### src/rtl/adc_pkg.sv
// Shared constants, header layout and state encoding
// for the ADC frame packer.
package adc_pkg;

    localparam logic [15:0] ADC_MAGIC = 16'hDA15;
    localparam int MAX_CH = 8;

    localparam int HDR_MASK_LSB = 0;
    localparam int HDR_SEQ_LSB = 8;
    localparam int HDR_MAGIC_LSB = 16;

    typedef enum logic [1:0] {
        ST_IDLE,
        ST_HDR,
        ST_TS,
        ST_DATA
    } state_e;

    function automatic logic [31:0] hdr_word(
        input logic [15:0] magic,
        input logic [7:0] s,
        input logic [7:0] m
    );
        logic [31:0] h;
        h = '0;
        h[HDR_MAGIC_LSB +: 16] = magic;
        h[HDR_SEQ_LSB +: 8] = s;
        h[HDR_MASK_LSB +: 8] = m;
        return h;
    endfunction

endpackage

### src/rtl/adc_frame_packer_if.sv
// FIFO write port between the frame packer and the
// downstream FIFO.
interface adc_frame_packer_if #(
    parameter int DATA_W = 32
);
    logic [DATA_W-1:0] fifo_data;
    logic fifo_wr_en;
    logic fifo_full;

    modport master (
        output fifo_data,
        output fifo_wr_en,
        input fifo_full
    );

    modport slave (
        input fifo_data,
        input fifo_wr_en,
        output fifo_full
    );
endinterface

### src/rtl/frame_channel_scan.sv
// Lowest-set-bit encoder over the channels still to emit,
// with a flag marking the final remaining channel.
module frame_channel_scan
    import adc_pkg::*;
#(
    parameter int N = MAX_CH,
    parameter int IW = 3
) (
    input logic [N-1:0] vec,
    output logic [IW-1:0] idx,
    output logic any,
    output logic last
);

    always_comb begin
        idx = '0;
        any = 1'b0;
        for (int i = N - 1; i >= 0; i--) begin
            if (vec[i]) begin
                idx = IW'(i);
                any = 1'b1;
            end
        end
        last = any && ((vec & (vec - N'(1))) == '0);
    end

endmodule

### src/rtl/adc_frame_packer.sv
// Collects ADC channel strobes and writes each acquisition
// to the FIFO as a header/timestamp/sample burst.
module adc_frame_packer
    import adc_pkg::*;
#(
    parameter int NUM_CH = 8,
    parameter int DATA_W = 32,
    parameter int TS_W = 32,
    parameter int TIMEOUT = 4096,
    parameter logic [15:0] MAGIC = ADC_MAGIC
) (
    input logic clock_84_0000,
    input logic reset,
    input logic [NUM_CH*DATA_W-1:0] ch_data,
    input logic [NUM_CH-1:0] ch_ready,
    input logic [NUM_CH-1:0] ch_enable,
    input logic clear_status,
    adc_frame_packer_if.master fifo,
    output logic frame_done,
    output logic busy,
    output logic overrun,
    output logic overflow,
    output logic [7:0] frames_dropped,
    output logic [7:0] seq
);

    localparam int TMR_W = $clog2(TIMEOUT);
    localparam int IW = (NUM_CH > 1) ? $clog2(NUM_CH) : 1;
    localparam logic [TMR_W-1:0] TMR_MAX = TMR_W'(TIMEOUT - 1);

    state_e state, state_nx;

    logic [TS_W-1:0] ts_cnt, ts_latch, ts_frame;
    logic [TMR_W-1:0] timer;
    logic [NUM_CH-1:0] pending, pend_base, cap;
    logic [NUM_CH-1:0] mask, frame_mask;
    logic [NUM_CH-1:0] done, done_nx;
    logic [DATA_W-1:0] slot [NUM_CH];
    logic [DATA_W-1:0] bank [NUM_CH];
    logic [DATA_W-1:0] data_q, data_nx;
    logic last_word, last_nx;
    logic complete, timed_out, trigger, drop, start;
    logic wr, load, end_frame, ovr_set;
    logic [IW-1:0] scan_idx;
    logic scan_any, scan_last;
    logic [7:0] drop_base;

    assign cap = ch_ready & ch_enable;
    assign frame_mask = pending & ch_enable;
    assign complete = (ch_enable != '0)
                   && (frame_mask == ch_enable);
    assign timed_out = (pending != '0) && (timer == TMR_MAX);
    assign trigger = (state == ST_IDLE)
                  && (complete || timed_out);
    assign drop = trigger && fifo.fifo_full;
    assign start = trigger && !fifo.fifo_full;
    // A trigger edge empties the pending set before new strobes land.
    assign pend_base = trigger ? '0 : pending;
    assign ovr_set = (cap & pend_base) != '0;

    assign busy = (state != ST_IDLE);
    assign wr = busy && !fifo.fifo_full;
    assign fifo.fifo_wr_en = wr;
    assign fifo.fifo_data = data_q;

    frame_channel_scan #(
        .N(NUM_CH),
        .IW(IW)
    ) u_scan (
        .vec(mask & ~done),
        .idx(scan_idx),
        .any(scan_any),
        .last(scan_last)
    );

    always_comb begin
        state_nx = state;
        data_nx = data_q;
        load = 1'b0;
        end_frame = 1'b0;
        done_nx = done;
        last_nx = last_word;
        unique case (state)
            ST_IDLE: begin
                if (start) begin
                    state_nx = ST_HDR;
                    load = 1'b1;
                    data_nx = DATA_W'(hdr_word(
                        MAGIC, seq, 8'(frame_mask)));
                end
            end
            ST_HDR: begin
                if (wr) begin
                    state_nx = ST_TS;
                    load = 1'b1;
                    data_nx = DATA_W'(ts_frame);
                end
            end
            ST_TS, ST_DATA: begin
                if (wr) begin
                    if ((state == ST_TS && !scan_any)
                        || (state == ST_DATA && last_word)) begin
                        state_nx = ST_IDLE;
                        end_frame = 1'b1;
                    end else begin
                        state_nx = ST_DATA;
                        load = 1'b1;
                        data_nx = bank[scan_idx];
                        done_nx = done
                                | (NUM_CH'(1) << scan_idx);
                        last_nx = scan_last;
                    end
                end
            end
            default: state_nx = ST_IDLE;
        endcase
    end

    always_ff @(posedge clock_84_0000 or posedge reset) begin
        if (reset) begin
            state <= ST_IDLE;
            data_q <= '0;
            done <= '0;
            last_word <= 1'b0;
            mask <= '0;
            ts_frame <= '0;
            seq <= '0;
            frame_done <= 1'b0;
            for (int i = 0; i < NUM_CH; i++) bank[i] <= '0;
        end else begin
            state <= state_nx;
            frame_done <= end_frame;
            if (load) data_q <= data_nx;
            done <= trigger ? '0 : done_nx;
            last_word <= trigger ? 1'b0 : last_nx;
            if (trigger) begin
                mask <= frame_mask;
                ts_frame <= ts_latch;
                for (int i = 0; i < NUM_CH; i++)
                    bank[i] <= slot[i];
            end
            if (drop || end_frame) seq <= seq + 8'd1;
        end
    end

    always_ff @(posedge clock_84_0000 or posedge reset) begin
        if (reset) begin
            ts_cnt <= '0;
            ts_latch <= '0;
            timer <= '0;
            pending <= '0;
            for (int i = 0; i < NUM_CH; i++) slot[i] <= '0;
        end else begin
            ts_cnt <= ts_cnt + TS_W'(1);
            pending <= pend_base | cap;
            // Timer saturates so a timeout seen while busy still fires.
            if (pend_base == '0) begin
                if (cap != '0) begin
                    ts_latch <= ts_cnt;
                    timer <= '0;
                end
            end else if (timer != TMR_MAX) begin
                timer <= timer + TMR_W'(1);
            end
            for (int i = 0; i < NUM_CH; i++)
                if (cap[i])
                    slot[i] <= ch_data[i*DATA_W +: DATA_W];
        end
    end

    assign drop_base = clear_status ? 8'd0 : frames_dropped;

    always_ff @(posedge clock_84_0000 or posedge reset) begin
        if (reset) begin
            overrun <= 1'b0;
            overflow <= 1'b0;
            frames_dropped <= '0;
        end else begin
            overrun <= ovr_set || (overrun && !clear_status);
            overflow <= drop || (overflow && !clear_status);
            if (drop && drop_base != 8'hFF)
                frames_dropped <= drop_base + 8'd1;
            else
                frames_dropped <= drop_base;
        end
    end

endmodule
### src/flat_wrapper.sv
// flat-port wrapper written by rule: the top's interface ports become plain ports
module adc_frame_packer_flat import adc_pkg::*;
#(
    parameter int NUM_CH = 8,
    parameter int DATA_W = 32,
    parameter int TS_W = 32,
    parameter int TIMEOUT = 4096,
    parameter logic [15:0] MAGIC = ADC_MAGIC
)
  (clock_84_0000, reset, ch_data, ch_ready, ch_enable, clear_status, frame_done, busy, overrun, overflow, frames_dropped, seq, fifo_fifo_data, fifo_fifo_wr_en, fifo_fifo_full);
  adc_frame_packer_if #(.DATA_W(DATA_W)) fifo_i ();
  input logic clock_84_0000;
  input logic reset;
  input logic [NUM_CH*DATA_W-1:0] ch_data;
  input logic [NUM_CH-1:0] ch_ready;
  input logic [NUM_CH-1:0] ch_enable;
  input logic clear_status;
  output logic frame_done;
  output logic busy;
  output logic overrun;
  output logic overflow;
  output logic [7:0] frames_dropped;
  output logic [7:0] seq;
  output wire logic [$bits(fifo_i.fifo_data)-1:0] fifo_fifo_data;
  output wire logic [$bits(fifo_i.fifo_wr_en)-1:0] fifo_fifo_wr_en;
  input wire logic [$bits(fifo_i.fifo_full)-1:0] fifo_fifo_full;
  assign fifo_fifo_data = fifo_i.fifo_data;
  assign fifo_fifo_wr_en = fifo_i.fifo_wr_en;
  assign fifo_i.fifo_full = fifo_fifo_full;
  adc_frame_packer #(.NUM_CH(NUM_CH), .DATA_W(DATA_W), .TS_W(TS_W), .TIMEOUT(TIMEOUT), .MAGIC(MAGIC)) u_core (.clock_84_0000(clock_84_0000), .reset(reset), .ch_data(ch_data), .ch_ready(ch_ready), .ch_enable(ch_enable), .clear_status(clear_status), .fifo(fifo_i), .frame_done(frame_done), .busy(busy), .overrun(overrun), .overflow(overflow), .frames_dropped(frames_dropped), .seq(seq));
endmodule
### config.mk
export PLATFORM = sky130hd
export DESIGN_NAME = adc_frame_packer_flat
export DESIGN_NICKNAME = d
export VERILOG_FILES = /design/src/rtl/adc_pkg.sv /design/src/rtl/adc_frame_packer_if.sv /design/src/rtl/frame_channel_scan.sv /design/src/rtl/adc_frame_packer.sv /design/src/flat_wrapper.sv
export SDC_FILE = /design/constraint.sdc
export NUM_CORES = 1
export LEC_CHECK = 0
export ABC_AREA = 1
export CORE_MARGIN = 10
export CORE_UTILIZATION = 55
export CTS_CLUSTER_DIAMETER = 150
export CTS_CLUSTER_SIZE = 8
export DETAILED_ROUTE_END_ITERATION = 8
export DONT_BUFFER_PORTS = 1
export HOLD_SLACK_MARGIN = 0.03
export PLACE_DENSITY_LB_ADDON = 0.05
export SKIP_CTS_REPAIR_TIMING = 1
export SLEW_MARGIN = 10
export SYNTH_ARGS = -nofsm -noshare
export SYNTH_HDL_FRONTEND = slang
export SYNTH_HIERARCHICAL = 1
export SYNTH_SLANG_ARGS = --single-unit
export TNS_END_PERCENT = 1
### constraint.sdc
create_clock -name clock_84_0000 -period 34 [get_ports clock_84_0000]
set_input_delay 6.8 -clock clock_84_0000 [delete_from_list [all_inputs] [get_ports clock_84_0000]]
set_output_delay 6.8 -clock clock_84_0000 [all_outputs]
set_load 0.05 [all_outputs]
== After elaboration in Yosys (flattened, before gate mapping) ==
Index checks and enable logic that the tools add are counted.
Widths: inputs -> output; s select.
Cells by class
  add/sub/neg operators: 5
  order comparisons: 1
  eq/ne operators: 13
  shift operators: 1
  muxes and demuxes: 51
  bitwise gates (word level): 9
  reductions and logical operators: 37
Operator list (number)
  $mux 32: 6
  $bmux 32 s3: 1
  $pmux 32 s3: 1
  $mux 8: 7
  $and 8x8->8: 5
  $mux 12: 3
  $add 32x1->32 const B: 1
  $reduce_bool 8->1: 4
  $mux 3: 8
  $mux 1: 19
  $add 8x1->8 const B: 2
  $logic_not 8->1: 2
  $or 8x8->8: 2
  $add 12x1->12 const B: 1
  $eq 12x12->1 const B: 1
  $logic_and 1x1->1: 12
  $ne 12x12->1 const B: 1
  $eq 8x8->1: 1
  $mux 2: 4
  $ne 2x2->1 const B: 4
  $ne 8x8->1 const B: 1
  $not 8->8: 1
  $reduce_bool 2->1: 4
  $shl 1x3->8 const A: 1
  other kinds (15): 25
Word-level totals
  bits in registers: 698
  output and inout port bits: 53
  logic and storage cells: 148

== Logic depth before layout (Yosys ltp) ==
  depth after elaboration: 17
  mapped depth: 20
  mapped depth without buffers: 19

== Cells and area by module ==
Netlist, hierarchy kept.
By module, submodules not included
  adc_frame_packer: times used 1, cells an instance 3184, area an instance 29151.7 µm², sequential area each 17466.8 µm²
  frame_channel_scan: times used 1, cells an instance 37, area an instance 176.4 µm², sequential area each 0.0 µm²

== Worst setup path before layout ==
Ideal clock, no wire load.
  kind: input -> output
  from: in fifo_fifo_full
  to: out fifo_fifo_wr_en
  arrival time: 7.512 ns
  slack: 19.688 ns
  cell stages on the path: 1
  path through: nor2_1
Between the ends
  longest elaborated chain between the ends: 2
Ends and longest elaborated chain
  start, declared: line flat_wrapper.sv:26  | input wire logic [$bits(fifo_i.fifo_full)-1:0] fifo_fifo_full;
  $logic_not 1->1: line adc_frame_packer.sv:62  | assign wr = busy && !fifo.fifo_full;
  $logic_and 1x1->1: line adc_frame_packer.sv:62
  end, declared: line flat_wrapper.sv:25  | output wire logic [$bits(fifo_i.fifo_wr_en)-1:0] fifo_fifo_wr_en;
Every way passes these cells.

== Worst setup path after layout ==
Same ends and word-level chain as after synthesis.

==> metrics.txt <==
# TYPE chip_impl_metric gauge
chip_impl_metric{name="drive_gt1_share",unit="%"} 10.0
chip_impl_metric{name="power.density",unit="nW/µm²"} 100
chip_impl_metric{name="slew_headroom",unit="%"} 24.5
chip_impl_metric{name="fmax",unit="MHz"} 69.6
chip_impl_metric{name="final_cell_count_no_fill",unit=""} 3901
chip_impl_info{name="synthFlopType",value="sky130_fd_sc_hd__dfrtp_1"} 1
chip_impl_metric{name="required",unit="ns"} 27.20
chip_impl_metric{name="first_global_vias",unit=""} 22300
chip_impl_metric{name="grt_start_max_net_pins",unit=""} 181
chip_impl_metric{name="lkg_pwr",unit="nW"} 16.1
chip_impl_metric{name="cp.arrival",unit="ns"} 7.56
chip_impl_metric{name="period_minus_slack",unit="ns"} 14.36
chip_impl_metric{name="tightestPinTransition",unit="ns"} 1.13
chip_impl_metric{name="numPortBuffers",unit=""} 0
chip_impl_metric{name="placement.cell_area",unit="µm²"} 29800
chip_impl_metric{name="synth-edff-count",unit=""} 0
chip_impl_metric{name="synth_area",unit="µm²"} 29300
chip_impl_info{name="critical_path.cell_chain",value="nor2_1"} 1
chip_impl_info{name="path_delay_family",value="simple AND/OR/NAND/NOR gates"} 1
chip_impl_info{name="most-common-layout-cells",value="1466 x sky130_fd_sc_hd__nand2_1, 698 x sky130_fd_sc_hd__dfrtp_1, 165 x sky130_fd_sc_hd__inv_1"} 1
chip_impl_info{name="crit_type",value="in2out"} 1
chip_impl_metric{name="post-dp-hpwl",unit="mm"} 61.4
chip_impl_metric{name="design.die.area",unit="µm²"} 63000
chip_impl_info{name="outcome",value="completed"} 1
chip_impl_info{name="tritoncts",value="yes"} 1
chip_impl_metric{name="synth-seq-cells",unit=""} 698
chip_impl_metric{name="grt_antenna_before_repair",unit=""} 36
chip_impl_metric{name="final_hold_viol_count",unit=""} 0
chip_impl_info{name="cts.root.buffer_cell",value="sky130_fd_sc_hd__clkbuf_16"} 1
chip_impl_metric{name="async_flop_share",unit="%"} 100
chip_impl_metric{name="core-area",unit="µm²"} 52700
chip_impl_metric{name="fin_setup_tns",unit="ns"} 0
chip_impl_metric{name="synth.yosys.warnings",unit=""} 6
chip_impl_info{name="type_of_destination_of_the_critical_path",value="output pin"} 1
chip_impl_metric{name="grt.overflow.total",unit=""} 0
chip_impl_metric{name="report.final.setup_viol",unit=""} 0
chip_impl_metric{name="final_max_slew_viol_count",unit=""} 0
chip_impl_metric{name="remaining_drc_errors",unit=""} 0
chip_impl_metric{name="clock_skew",unit="ns"} 0.0327
chip_impl_metric{name="cap_viol_max_count",unit=""} 0
chip_impl_metric{name="gp_routability_congestion",unit=""} 0.929
chip_impl_metric{name="clk-insertion-delay-late",unit="ns"} 0.65
chip_impl_metric{name="clock_tree.buffer_depth",unit=""} 3
chip_impl_metric{name="post_synth_xor_area_fraction",unit="%"} 1.49
chip_impl_metric{name="clk_pin_slew_worst_paths",unit="ns"} 0.05
chip_impl_metric{name="placed_cells",unit=""} 3783
chip_impl_metric{name="yosys.area_share.adder",unit="%"} 0.171
chip_impl_metric{name="fp.dieW",unit="µm"} 251
chip_impl_metric{name="grt_pass1_wl",unit="mm"} 135
chip_impl_metric{name="max-vdd-ir-drop",unit="mV"} 0.0512
chip_impl_info{name="hold_path.class",value="reg2reg"} 1
chip_impl_metric{name="synth.yosys.seq_area_share",unit="%"} 59.6
chip_impl_metric{name="effective_utilization_at_floorplan",unit="%"} 55.7
chip_impl_metric{name="post_synth_num_cell_types",unit=""} 40
chip_impl_metric{name="y_dimension_of_the_die",unit="µm"} 251
chip_impl_metric{name="share_of_synthesized_area_spent_on_multiplexers",unit="%"} 5.95
chip_impl_metric{name="fin_nets",unit=""} 3474
chip_impl_metric{name="min_period_over_period",unit="%"} 42.2
chip_impl_metric{name="clkSinkCount",unit=""} 698
chip_impl_metric{name="top_ports",unit=""} 329
chip_impl_metric{name="average_vias_per_placed_instance",unit=""} 5.65
chip_impl_metric{name="syn_area_per_cell",unit="µm²"} 9.11
chip_impl_info{name="slowest_stage_cell_cp",value="sky130_fd_sc_hd__nor2_1"} 1
chip_impl_metric{name="standard_cell_row_count",unit=""} 84
chip_impl_metric{name="synth_compound_gate_area_share",unit="%"} 4.98
chip_impl_info{name="most_common_cell_after_layout_fill_and_taps_aside",value="sky130_fd_sc_hd__nand2_1"} 1
chip_impl_metric{name="timing.critical_path.slowest_cell_delay",unit="ns"} 0.76
chip_impl_info{name="startpoint_type",value="input port"} 1
chip_impl_metric{name="detail_route.first_pass.iterations",unit=""} 8
chip_impl_metric{name="timing.critical_path.fanout_max",unit=""} 6
chip_impl_metric{name="post-route-cell-area",unit="µm²"} 32400
chip_impl_metric{name="cts_max_level",unit=""} 3
chip_impl_metric{name="fillers",unit=""} 4572
chip_impl_metric{name="drt_first_iter_violations",unit=""} 1880
chip_impl_metric{name="net_count_after_synthesis",unit=""} 3501
chip_impl_metric{name="area_growth",unit="%"} 10.5
chip_impl_metric{name="syn_inst",unit=""} 3221
chip_impl_info{name="rsz0062_at_grt",value="false"} 1
chip_impl_metric{name="tritoncts.num_buffers",unit=""} 97
chip_impl_info{name="synth_top_family_by_area",value="simple AND/OR/NAND/NOR gates"} 1
chip_impl_metric{name="synth_simple_gate_area_share",unit="%"} 23.3
chip_impl_metric{name="via_count",unit=""} 22000
chip_impl_metric{name="detail_route.wl_per_cell",unit="µm"} 22.9
chip_impl_metric{name="antenna_violating_nets_post_route",unit=""} 0
chip_impl_metric{name="grt.total_usage",unit="%"} 28.0
chip_impl_metric{name="worstPathBufferInverterCount",unit=""} 0
chip_impl_metric{name="wirelength",unit="mm"} 89.2
## kinds of logic after synthesis
family	count (synthesis)
muxes	155
DFF	698
AOI/OAI and AO/OA	252
and+or+nand+nor	1731
buffers and inverters	331
xor gates and xnor gates	50
adders and majority gates	4
## state kept, by name (all words and copies together) (netlist names)
register / count
u_core/bank: 256
u_core/done: 8
u_core/fifo.fifo_data: 32
u_core/frame_done: 1
u_core/frames_dropped: 8
u_core/last_word: 1
u_core/mask: 8
u_core/overflow: 1
u_core/overrun: 1
u_core/pending: 8
u_core/seq: 8
u_core/slot: 256
u_core/state: 2
u_core/timer: 12
u_core/ts_cnt: 32
u_core/ts_frame: 32
u_core/ts_latch: 32
## routing by layer
layer / track usage [%] / wire, µm / vias to the layer above
met5: 0 / 257 / -
met4: 13.7 / 4340 / 40
met3: 7.06 / 6660 / 217
met2: 45.3 / 42800 / 761
met1: 34.5 / 35100 / 10900
li1: - / - / 10100
## final timing paths
path                       depth (start not counted)                   endpoint  slack [ns]          startpoint
max                                                1            fifo_fifo_wr_en       19.64      fifo_fifo_full
min                                                2         u_core/ts_frame[9]        0.45  u_core/ts_latch[9]
max reg2reg                                       16  u_core/fifo.fifo_data[15]       29.90      u_core/mask[4]
min reg2reg                                        2         u_core/ts_frame[9]        0.45  u_core/ts_latch[9]
max in group asynchronous                          4            u_core/slot[91]       24.43               reset
min in group asynchronous                          1           u_core/slot[128]        6.11               reset
## Yosys cell counts, types with 2 or more instances
cell,n,area (µm²)
sky130_fd_sc_hd__a21oi_1,38,190
sky130_fd_sc_hd__a221oi_1,4,35.0
sky130_fd_sc_hd__a22oi_1,18,135
sky130_fd_sc_hd__a32o_1,3,30.0
sky130_fd_sc_hd__a41oi_1,9,78.8
sky130_fd_sc_hd__buf_1,8,30.0
sky130_fd_sc_hd__buf_2,38,190
sky130_fd_sc_hd__buf_4,2,15.0
sky130_fd_sc_hd__buf_6,3,33.8
sky130_fd_sc_hd__clkbuf_1,107,402
sky130_fd_sc_hd__clkinv_1,4,15.0
sky130_fd_sc_hd__dfrtp_1,698,17500
sky130_fd_sc_hd__ha_1,4,50.1
sky130_fd_sc_hd__inv_1,167,627
sky130_fd_sc_hd__inv_2,2,7.51
sky130_fd_sc_hd__mux2_2,155,1750
sky130_fd_sc_hd__nand2_1,1470,5520
sky130_fd_sc_hd__nand2_2,2,12.5
sky130_fd_sc_hd__nand2_4,2,22.5
sky130_fd_sc_hd__nand3_1,96,480
sky130_fd_sc_hd__nand4_1,50,313
sky130_fd_sc_hd__nor2_1,79,297
sky130_fd_sc_hd__nor2_2,6,37.5
sky130_fd_sc_hd__nor2_4,2,22.5
sky130_fd_sc_hd__nor3_1,17,85.1
sky130_fd_sc_hd__nor4_1,2,12.5
sky130_fd_sc_hd__o211ai_1,14,105
sky130_fd_sc_hd__o21ai_0,134,671
sky130_fd_sc_hd__o21ai_1,24,120
sky130_fd_sc_hd__o22ai_1,4,25.0
sky130_fd_sc_hd__o41ai_4,2,55.1
sky130_fd_sc_hd__xnor2_1,6,52.6
sky130_fd_sc_hd__xor2_1,44,385
## report_power, final
part	internal, mW	switching (mW)
clock network	0.508	0.339
logic	0.294	0.777
registers	1.09	0.240
## cell type report
class                   count  area, µm²  area share (%)
clock inverters             6       78.8           0.243
clock buffers              99       2480            7.64
flip-flops and latches    698      17500            53.9
multi-input cells        2192      10600            32.7
inverters                 173        664            2.05
well taps                 688        861            2.66
repair buffers             32        240           0.741
diodes                     13       32.5           0.100
## per-stage QoR
| step | setup slack, ns | hold slack [ns] | total power, mW | util [%] |
|---|---|---|---|---|
| final | 19.64 | 0.448 | 3.25 | 61.5 |
| after global routing | 19.62 | 0.480 | 3.42 | 61.5 |
| after CTS | 19.63 | 0.444 | 3.25 | 61.5 |
| after detailed placement | 19.63 | 0.453 | 2.40 | 56.6 |
| after global placement | 19.63 | 0.447 | 2.37 | 56.6 |
| after floorplan | 7.63 | 0.436 | 1.96 | - |
Note: power is estimated with default switching activity, not from simulation.
